## src/rtl/dti_uart_rx_fifo.sv

```systemverilog
// Receive-side frame buffer: captures held rx_done/rx_data frames with a one-cycle ack,
// stores them in a DEPTH-entry FIFO and reports head, fill level, overrun and flow control.
module dti_uart_rx_fifo #(
    parameter int DATA_WIDTH = 8,
    parameter int DEPTH      = 16,
    parameter int AF_MARGIN  = 2
) (
    input  logic                      clk,
    input  logic                      reset,
    input  logic                      rx_done,
    input  logic [DATA_WIDTH-1:0]     rx_data,
    input  logic [1:0]                cfg_data_bit_num,
    output logic                      rx_ack,
    input  logic                      pop,
    output logic [DATA_WIDTH-1:0]     rd_data,
    output logic                      empty,
    output logic                      full,
    output logic [$clog2(DEPTH):0]    count,
    output logic                      overrun,
    input  logic                      ovr_clr,
    output logic                      flow_stop
);

    localparam int PW = $clog2(DEPTH);
    localparam int CW = PW + 1;
    localparam logic [CW-1:0] DEPTH_C  = CW'(DEPTH);
    localparam logic [CW-1:0] AF_LEVEL = CW'(DEPTH - AF_MARGIN);

    typedef enum logic [1:0] {
        S_IDLE = 2'd0,
        S_ACK  = 2'd1,
        S_WAIT = 2'd2
    } state_t;

    state_t                r_state;
    logic                  r_rx_ack;
    logic [DATA_WIDTH-1:0] r_frame;
    logic [DATA_WIDTH-1:0] r_mem [DEPTH];
    logic [PW-1:0]         r_wr_ptr;
    logic [PW-1:0]         r_rd_ptr;
    logic [CW-1:0]         r_count;
    logic                  r_overrun;
    logic                  r_flow_stop;

    logic [DATA_WIDTH-1:0] w_mask;
    logic                  w_full;
    logic                  w_empty;
    logic                  w_pop;
    logic                  w_push;
    logic                  w_drop;
    logic [CW-1:0]         w_count_next;

    // Mode 11 keeps all 8 bits; each lower mode drops one more MSB.
    assign w_mask  = {DATA_WIDTH{1'b1}} >> (2'd3 - cfg_data_bit_num);

    assign w_full  = (r_count == DEPTH_C);
    assign w_empty = (r_count == '0);
    assign w_pop   = pop && !w_empty;
    // A full FIFO still accepts the frame when a pop frees a slot in the same cycle.
    assign w_push  = (r_state == S_ACK) && (!w_full || w_pop);
    assign w_drop  = (r_state == S_ACK) && !w_push;

    always_comb begin
        w_count_next = r_count;
        case ({w_push, w_pop})
            2'b10:   w_count_next = r_count + CW'(1);
            2'b01:   w_count_next = r_count - CW'(1);
            default: w_count_next = r_count;
        endcase
    end

    // NOTE: all sequential state uses non-blocking assignments so every register samples pre-edge values.
    always_ff @(posedge clk or posedge reset) begin
        if (reset) begin
            r_state  <= S_IDLE;
            r_rx_ack <= 1'b0;
            r_frame  <= '0;
        end else begin
            case (r_state)
                S_IDLE: begin
                    if (rx_done) begin
                        r_frame  <= rx_data & w_mask;
                        r_rx_ack <= 1'b1;
                        r_state  <= S_ACK;
                    end
                end
                S_ACK: begin
                    r_rx_ack <= 1'b0;
                    r_state  <= S_WAIT;
                end
                S_WAIT: begin
                    // Hold off until the receiver drops rx_done so a frame is pushed only once.
                    if (!rx_done) r_state <= S_IDLE;
                end
                default: begin
                    r_rx_ack <= 1'b0;
                    r_state  <= S_IDLE;
                end
            endcase
        end
    end

    always_ff @(posedge clk or posedge reset) begin
        if (reset) begin
            r_wr_ptr    <= '0;
            r_rd_ptr    <= '0;
            r_count     <= '0;
            r_overrun   <= 1'b0;
            r_flow_stop <= 1'b0;
        end else begin
            if (w_push) r_wr_ptr <= r_wr_ptr + PW'(1);
            if (w_pop)  r_rd_ptr <= r_rd_ptr + PW'(1);
            r_count     <= w_count_next;
            r_flow_stop <= (w_count_next >= AF_LEVEL);
            // A drop in the same cycle as a clear must leave the flag set.
            if (w_drop)       r_overrun <= 1'b1;
            else if (ovr_clr) r_overrun <= 1'b0;
        end
    end

    // NOTE: storage has no reset; empty/count gate every read, so stale contents are never visible.
    always_ff @(posedge clk) begin
        if (w_push) r_mem[r_wr_ptr] <= r_frame;
    end

    assign rd_data   = w_empty ? '0 : r_mem[r_rd_ptr];
    assign rx_ack    = r_rx_ack;
    assign empty     = w_empty;
    assign full      = w_full;
    assign count     = r_count;
    assign overrun   = r_overrun;
    assign flow_stop = r_flow_stop;

endmodule

```

## config.mk

```make
export PLATFORM = sky130hd
export DESIGN_NAME = dti_uart_rx_fifo
export DESIGN_NICKNAME = d
export VERILOG_FILES = /design/src/rtl/dti_uart_rx_fifo.sv
export SDC_FILE = /design/constraint.sdc
export NUM_CORES = 1
export LEC_CHECK = 0
export BUFFER_PORTS_ARGS = -buffer_cell sky130_fd_sc_hd__buf_2
export CORE_AREA = 2 2 111 113
export CTS_CLUSTER_DIAMETER = 200
export CTS_CLUSTER_SIZE = 10
export DETAILED_ROUTE_END_ITERATION = 16
export DIE_AREA = 0 0 113 115
export PLACE_DENSITY = 0.76
export SLEW_MARGIN = 20
export SYNTH_ARGS = -nofsm -noshare
export SYNTH_HDL_FRONTEND = slang
export SYNTH_SLANG_ARGS = --single-unit
```

## constraint.sdc

```tcl
create_clock -name clk -period 2.8 [get_ports clk]
set_input_delay 0.56 -clock clk [delete_from_list [all_inputs] [get_ports clk]]
set_output_delay 0.56 -clock clk [all_outputs]
set_load 0.05 [all_outputs]
```

==> metrics.txt <==
FF+latch area 4500 µm²; top cell type by total area after synthesis edfxtp_1; slowest CP cell mux4_2; R2R depth 11; Vias 3246; share of layout cells above drive strength 1 between 30% and 40%; Area Growth Syn to Fin 19.8%; clk sinks 154; Placed Area just under 7000 µm²; CP Class flip-flop to output port; final core utilization 64.1%; area taken by multi-input logic gates 1700 µm²; period utilization 107%; Final Instance Area 7570 µm²; total detailed-routing wirelength 12.7 mm; Post-Synth XOR/XNOR Area under 10%; Top FF cell, synth edfxtp_1; grt ovf 0; post-synth cell types 35; post-synthesis mux area share 15.7%; Simple-Gate Fraction of Synth Area slightly above 6%; synth top area cells edfxtp_1 61%, dfrtp_1 10%, mux4_2 7.8%; Worst Path Arrival 2440 ps; Worst Hold Slack ~200 ps; Die Y 115 µm; CTS H-tree lvls 4; FILL cells between 700 and 800; Yosys warning total 0; dpl ws 200 ps; failing checks design-rule violations, negative setup slack; leak pwr 2.79 nW; RSZ-0062 raised after global routing yes; Peak supply drop 0.496 mV; Fmax 0.333 GHz; DRT iter0 DRCs 377; number of vias per cell 5.88; routed len/inst 23.1 µm; final setup fails 8; max_cap viols 0; final hold viol count 0; buffers and inverters on the worst path 3; final worst setup slack -201 ps; DRT antenna net count 0; Synth Area in Adders 1.58%; Num CTS Buffers 17; Post-Syn Area 6320 µm²; input/output buffers 32; initial cell density of the core 53.5%; Pwr Density 1220 nW/µm²; # DRC 1; ANT cells 0; Setup crit start kind flip-flop; Die Wd 113 µm; post-DP HPWL 7.41 mm; maximum clock path buffer count 2; largest net degree at the start of global routing 27; measured slew at the worst slew-check pin 607 ps; result of the run complete, but fails checks; main combinational cell family by area after synthesis multiplexers; minimum clock period after layout 3000 ps; post-synthesis compound-gate area fraction 1.54%; latest clock arrival within the worst-skew pair around 420 ps; slowest stage delay, CP around 540 ps; nets 415; #FFs+latches synth around 150; Fin Clk Skew 13.6 ps; Pins Over Slew Limit 0; Hold WC Path Type primary input to asynchronous set/reset pin; vias in the first global route 3277; CTS tree built; Die Area between 10000 and 15000 µm²; Cell Chain, Critical Path buf_6 > buf_12 > mux4_2 > mux4_2 > nor2b_4 > buf_6; Post-synth EDFFs 128; Synth top area share 60.8%; Pwr Total 9.21 mW; first-pass GRT wire length 19.9 mm; Detailed Routing Iterations Pass 1 10; FFs w/ async S/R, synth 16.9%; Synthesized Nets between 300 and 400; average cell area after synthesis 19.3 µm²; Core Region 11800 µm²; crit-path max FO 5; sequential-to-total area share from yosys stat 71.1%; Post-Synthesis Cells between 300 and 400; Site Rows 40; Worst Path Required around 2200 ps; antenna violations before repair 0; Clk Tree Root Cell clkbuf_16; global-route usage over all layers 21.4%; CTS clock-pin slew for the worst setup and hold paths 60 ps; critical path's top delay family multiplexers; crit path capture type output port; reg2reg setup slack between 150 and 200 ps; Crit path depth 6; GP Congestion 0.749; Rel. slew slack 59.5%; io pins 33
==> registers in the layout (all words and copies together), names as in the netlist <==
name / count
r_rd_ptr: 4
r_wr_ptr: 4
overrun: 1
r_frame: 8
count: 5
flow_stop: 1
r_state: 2
r_mem: 128
rx_ack: 1
==> worst register-to-register path: cells and delay by family, from the launching register on <==
family	cells	cell delay (ps)
AOI/OAI and AO/OA	3	490
adders and majority gates	2	470
xor gates and xnor gates	2	280
and+or+nand+nor	4	810
DFF	1	460
==> metrics by stage <==
| stage | cells | setup TNS (ps) |
|---|---|---|
| floorplan | 327 | 0 |
| global placement | 514 | 0 |
| detailed placement | 514 | 0 |
| CTS | 552 | -1330 |
| global route | 552 | -1820 |
| finish | 552 | -1390 |
==> worst paths after layout <==
check | start | endpoint
setup / recovery | r_rd_ptr[0] | rd_data[6]
hold / removal | reset | count[0]
setup reg to reg | count[3] | flow_stop
hold reg to reg | r_state[0] | rx_ack
max in group asynchronous | reset | r_rd_ptr[0]
min in group clk | rx_data[4] | r_frame[4]
==> cells in the final DEF, fill, tap and decap left out, drive strengths merged, types with 3 or more instances in the layout <==
cell type / instances
a21oi: 3
buf: 61
bufinv: 3
clkbuf: 19
clkinv: 5
dfrtp: 26
edfxtp: 128
ha: 8
inv: 14
mux4: 40
nand2: 28
nand2b: 3
nor2: 14
nor2b: 10
nor3: 5
o21ai: 7
xnor2: 6
xor2: 7
==> Yosys cell counts (2+ instances only) <==
cell type / n
a21oi_1: 3
and3b_1: 2
buf_1: 3
buf_6: 3
buf_8: 2
clkbuf_1: 7
dfrtp_1: 26
edfxtp_1: 128
ha_1: 8
inv_1: 10
mux4_1: 18
mux4_2: 22
nand2_1: 28
nand2b_1: 3
nand3_1: 2
nand4_1: 2
nor2_1: 14
nor2b_1: 2
nor2b_4: 8
nor3_1: 5
o21ai_0: 6
xnor2_1: 6
xor2_1: 7
==> what timing repair did <==
item	4_1_cts	5_1_grt
hold buffers	0	0
resized for setup	33	0
setup buffers	3	0
gates cloned	3	0
pin swaps	0	0
endpoints found under the setup margin	8	8
==> cell type report <==
class,instances,area share (%)
timing repair buffer,61,7.09
clock inverter,13,2.16
inverter,10,0.496
tap,147,2.43
sequential,154,59.4
multi-input combinational,148,22.4
clock buffer,19,5.98
==> where the power goes <==
group          switching, mW  leakage [nW]  total (mW)  internal [mW]
clock                  0.916         0.302        2.37           1.46
combinational           1.72          1.01        3.31           1.60
sequential             0.500          1.48        3.53           3.03
==> cells by family (layout without fill, tap and decap cells) <==
kind of cell	Yosys count	in the layout
flops	154	154
fa+ha+maj	8	8
mux	42	42
simple gates	69	69
compound gates	16	16
xor+xnor	13	13
buf+inv	25	103
==> metal layers <==
metal / up-vias / GRT usage, % / share of wire, %
met5: - / 0 / 0
met3: 23 / 5.17 / 6.7
met1: 1655 / 30.0 / 42
li1: 1422 / - / -
met4: 0 / 8.37 / 1.9
met2: 146 / 33.3 / 49
Note: power is estimated with default switching activity, not from simulation.
